**src/rtl/logic_gate_pipe.sv**
```systemverilog
// Registered bitwise logic-op element: eight ops on WIDTH-bit operands through a
// STAGES-deep valid/ready pipeline with collapsing bubbles and a transfer counter.
module logic_gate_pipe #(
    parameter int unsigned WIDTH  = 8,
    parameter int unsigned STAGES = 2,
    parameter int unsigned CNT_W  = 16
) (
    input  logic             clk,
    input  logic             rst,
    input  logic             in_valid,
    output logic             in_ready,
    input  logic [2:0]       op,
    input  logic [WIDTH-1:0] a,
    input  logic [WIDTH-1:0] b,
    output logic             out_valid,
    input  logic             out_ready,
    output logic [WIDTH-1:0] o,
    output logic [2:0]       out_op,
    output logic             busy,
    output logic [CNT_W-1:0] xfer_cnt
);

    localparam int unsigned LAST = STAGES - 1;

    typedef enum logic [2:0] {
        OP_NOT  = 3'd0,
        OP_BUF  = 3'd1,
        OP_AND  = 3'd2,
        OP_OR   = 3'd3,
        OP_XOR  = 3'd4,
        OP_NAND = 3'd5,
        OP_NOR  = 3'd6,
        OP_XNOR = 3'd7
    } op_e;

    typedef struct packed {
        logic [2:0]       op;
        logic [WIDTH-1:0] res;
    } beat_t;

    logic [STAGES-1:0] vld_q;
    logic [STAGES-1:0] vld_d;
    logic [STAGES-1:0] adv;
    beat_t             stg_q [STAGES];
    beat_t             stg_d [STAGES];
    logic [CNT_W-1:0]  cnt_q;
    logic [CNT_W-1:0]  cnt_d;
    logic [WIDTH-1:0]  res_c;
    logic              accept;

    // Operation applied to the incoming beat.
    always_comb begin
        res_c = '0;
        case (op_e'(op))
            OP_NOT:  res_c = ~a;
            OP_BUF:  res_c = a;
            OP_AND:  res_c = a & b;
            OP_OR:   res_c = a | b;
            OP_XOR:  res_c = a ^ b;
            OP_NAND: res_c = ~(a & b);
            OP_NOR:  res_c = ~(a | b);
            OP_XNOR: res_c = ~(a ^ b);
            default: res_c = '0;
        endcase
    end

    // A stage may advance unless it and every stage downstream of it are full while stalled.
    always_comb begin
        logic full_tail;
        adv       = '0;
        full_tail = 1'b0;
        for (int unsigned k = 0; k < STAGES; k++) begin
            full_tail = 1'b1;
            for (int unsigned j = k; j < STAGES; j++) begin
                full_tail = full_tail & vld_q[j];
            end
            adv[k] = out_ready | ~full_tail;
        end
    end

    assign in_ready = adv[0];
    assign accept   = in_valid & adv[0];

    // Data only moves with a valid beat, so an emptied stage keeps its last contents.
    always_comb begin
        vld_d = vld_q;
        stg_d = stg_q;
        cnt_d = cnt_q;
        if (adv[0]) begin
            vld_d[0] = accept;
            if (accept) begin
                stg_d[0].op  = op;
                stg_d[0].res = res_c;
            end
        end
        for (int unsigned k = 1; k < STAGES; k++) begin
            if (adv[k]) begin
                vld_d[k] = vld_q[k-1];
                if (vld_q[k-1]) begin
                    stg_d[k] = stg_q[k-1];
                end
            end
        end
        if (vld_q[LAST] & out_ready) begin
            cnt_d = cnt_q + CNT_W'(1);
        end
    end

    always_ff @(posedge clk or posedge rst) begin
        if (rst) begin
            vld_q <= '0;
            cnt_q <= '0;
            for (int unsigned k = 0; k < STAGES; k++) begin
                stg_q[k] <= '0;
            end
        end else begin
            vld_q <= vld_d;
            stg_q <= stg_d;
            cnt_q <= cnt_d;
        end
    end

    assign out_valid = vld_q[LAST];
    assign o         = stg_q[LAST].res;
    assign out_op    = stg_q[LAST].op;
    assign busy      = |vld_q;
    assign xfer_cnt  = cnt_q;

endmodule
```
**config.mk**
```make
export PLATFORM = sky130hd
export DESIGN_NAME = logic_gate_pipe
export DESIGN_NICKNAME = d
export VERILOG_FILES = /design/src/rtl/logic_gate_pipe.sv
export SDC_FILE = /design/constraint.sdc
export NUM_CORES = 1
export LEC_CHECK = 0
export ABC_AREA = 1
export BUFFER_PORTS_ARGS = -buffer_cell sky130_fd_sc_hd__buf_2
export CORE_ASPECT_RATIO = 1.5
export CORE_UTILIZATION = 56
export DETAILED_ROUTE_END_ITERATION = 10
export GPL_TIMING_DRIVEN = 0
export PLACE_DENSITY = 0.83
export REMOVE_ABC_BUFFERS = 1
export SLEW_MARGIN = 30
export SYNTH_ARGS = -nofsm -noshare
export SYNTH_HDL_FRONTEND = slang
export SYNTH_SLANG_ARGS = --single-unit
```
**constraint.sdc**
```tcl
create_clock -name clk -period 1.4 [get_ports clk]
set_input_delay 0.07 -clock clk [delete_from_list [all_inputs] [get_ports clk]]
set_output_delay 0.07 -clock clk [all_outputs]
set_load 0.005 [all_outputs]
```
==> metrics <==
status completed; post-synthesis sequential area ratio 36.1%; worst clock skew 0.00526 ns; Hold/Removal Path Class in2reg; RD Place Congestion 0.857; Crit Path Max Fanout 7; part of the power in registers 48.1%; Final Hold Viols 0; First-pass DRT Iterations 4; number of placement rows 31; antenna cell count 0; Vias 2434; Setup Crit Path Kind reg2reg; layout net count 439; combinational power share 28.9%; max_slew headroom about 64%; core area 0.00481 mm^2; Worst setup SP type flip-flop; Routed Antenna Nets 0; die area 0.00525 mm^2; unrepaired setup endpoints after global routing no; Clock Tree Buf Depth 2; CTS tree yes; f_max 770 MHz; maxcap violations 0; Port Buffer Count 52; crit path cell chain ha_1 -> nand3_2 -> nor2_4 -> nand4_1 -> xnor2_1; total CTS buffers 5; Vias/cell 5.22; slowest CP cell dfrtp_1; Net Switching roughly 1100 uW; initial drt markers 178; period utilisation layout approximately 90%; Mapped Area 0.00278 mm^2; initial antenna violation count 0; WL/cell 12.1 um; I/O pins 53; Ys Warns 0; CP Capture Type flip-flop; Setup TNS 0 ns; Max stage delay on crit path 0.40 ns; Cell Count, Final, Fillers Out 466; drt drc 0; synthesized area per cell approximately 7.7 um^2; CP bufs+invs 0; Critical Path RT 1.58 ns; Initial Util 57.7%; Final Cell Area between 0.003 and 0.004 mm^2; clock network fraction of total power 23.1%; largest net degree at the start of global routing 31; Net Sw Frac 32.8%; synthesized flop and latch total 40; Die X 59.5 um; Root Buffer clkbuf_8; # placed instances 456; Syn-to-layout area delta 11.6%; PD cells 1080 mW/mm^2; H-tree depth 2; max-slew violations 0; CP Data Arrival Time about 1.5 ns; Die Span Y 88.2 um; Leak approximately 0.0017 uW; Cells after Synth 360; Clock Latency Late Sink 0.29 ns; Tmin final 1.30 ns; Max VDD drop around 430 uV; Placed Area 0.00297 mm^2; Remaining Overflow, GRT 0; Int Power 2260 uW; vias in the first global route around 2300; clock sinks 40; layout cells sized above 1 21.0%; total wire length approximately 5600 um; Setup violations, final 0; CP delay by family, top simple AND/OR/NAND/NOR gates; clock-pin slew on the worst setup and hold paths 0.07 ns; library cells used by synthesis 27; aggregate global-route resource usage 23.3%; post-detail-place hpwl 4180 um; global-route wire length before repair approximately 9500 um; Slew @ Worst Pin ~0.54 ns
[registers in the layout, indices dropped and copies added, names as in the netlist]
signal    count
xfer_cnt     16
stg_q        11
o             8
out_op        3
vld_q         2
[cell type report]
type / instances / area [um^2]
clock buffers: 8 / 90.1
fillers: 444 / 1710
inverters: 57 / 214
multi-input cells: 240 / 1410
flip-flops and latches: 40 / 1000
well taps: 66 / 82.6
repair buffers: 55 / 298
[path summary, 6_finish.rpt]
| kind | startpoint | to | slack [ns] | cells after the start |
|---|---|---|---|---|
| setup / recovery | xfer_cnt[1] | xfer_cnt[14] | 0.10 | 5 |
| min in group asynchronous | rst | xfer_cnt[2] | 0.24 | 3 |
| hold / removal | a[3] | stg_q[14] | 0.09 | 4 |
| setup reg to reg | xfer_cnt[1] | xfer_cnt[14] | 0.10 | 5 |
| hold reg to reg | stg_q[16] | stg_q[16] | 0.48 | 2 |
| max in group asynchronous | rst | stg_q[11] | 0.73 | 4 |
[per-stage QoR]
stage | power [uW] | setup slack [ns] | util [%] | hold slack [ns]
floorplan | 2120 | 0.107 | - | 0.242
global placement | 2490 | -0.0524 | 61.3 | 0.391
detailed placement | 2560 | -0.0713 | 61.8 | 0.0152
CTS | 3340 | 0.0915 | 63.9 | 0.0882
global route | 3590 | 0.00170 | 64.4 | 0.116
finish | 3360 | 0.101 | 64.4 | 0.0899
[cells by family after synthesis]
kind of cell,synth area share [%]
muxes,4.46
AOI/OAI and AO/OA,5.23
DFF,36.1
xor gates and xnor gates,3.79
and+or+nand+nor,29.0
buffers and inverters,13.8
adders and majority gates,7.66
[layer usage]
layer	wire length, um	share of wire (%)	GRT usage (%)	vias up
met5	0	0	0	-
met4	99	1.8	11.8	0
met3	278	4.9	3.95	11
met2	3040	54	42.7	71
met1	2230	39	25.1	1137
li1	-	-	-	1215
[worst reg2reg max path, cell delays in order (launching register included)]
cell     delay [ns]
dfrtp_1        0.40
ha_1           0.19
nand3_2        0.10
nor2_4         0.22
nand4_1        0.14
xnor2_1        0.14
[what timing repair did]
action	in CTS	in global routing
endpoints found under the hold margin	40	0
endpoints found under the setup margin	23	4
hold buffers	1	0
setup buffers	0	1
resized for setup	2	4
pin swaps	0	2
[cell usage in the layout (no fill, tap or decap), types with 6 or more instances in the layout]
cell and n:
inv_1 53, xnor2_1 6, mux2_1 7, buf_2 52, ha_1 17, dfrtp_1 39
nand3_1 11, nand2_1 92, o21ai_1 10, nand4_1 28, nor2_1 24, a21oi_1 8
clkbuf_8 6, xor2_1 6, o21ai_0 11
[synth_stat cells]
master   number  area [um^2]
a21oi_1       8         40.0
buf_2         6         30.0
buf_4        14          105
buf_6         3         33.8
dfrtp_1      40         1000
ha_1         17          213
inv_1        54          203
inv_2         3         11.3
mux2_1        7         78.8
mux2_2        4         45.0
nand2_1      94          353
nand2_2       1         6.26
nand2_4       1         11.3
nand3_1      12         60.1
nand3_2       1         10.0
nand3_4       2         35.0
nand4_1      28          175
nand4_2       1         12.5
nor2_1       24         90.1
nor2_2        3         18.8
nor2_4        2         22.5
nor3_1        1         5.00
o21ai_0      11         55.1
o21ai_1      10         50.1
or2_2         1         6.26
xnor2_1       6         52.6
xor2_1        6         52.6
[power by group through the flow]
stage / clock network, uW / logic (uW) / registers [uW]
floorplan: 0 / 509 / 1610
global placement: 0 / 880 / 1610
detailed placement: 0 / 934 / 1630
CTS: 789 / 942 / 1610
global route: 843 / 1100 / 1650
finish: 774 / 970 / 1610
No activity file was read; power rests on OpenSTA's default activity.
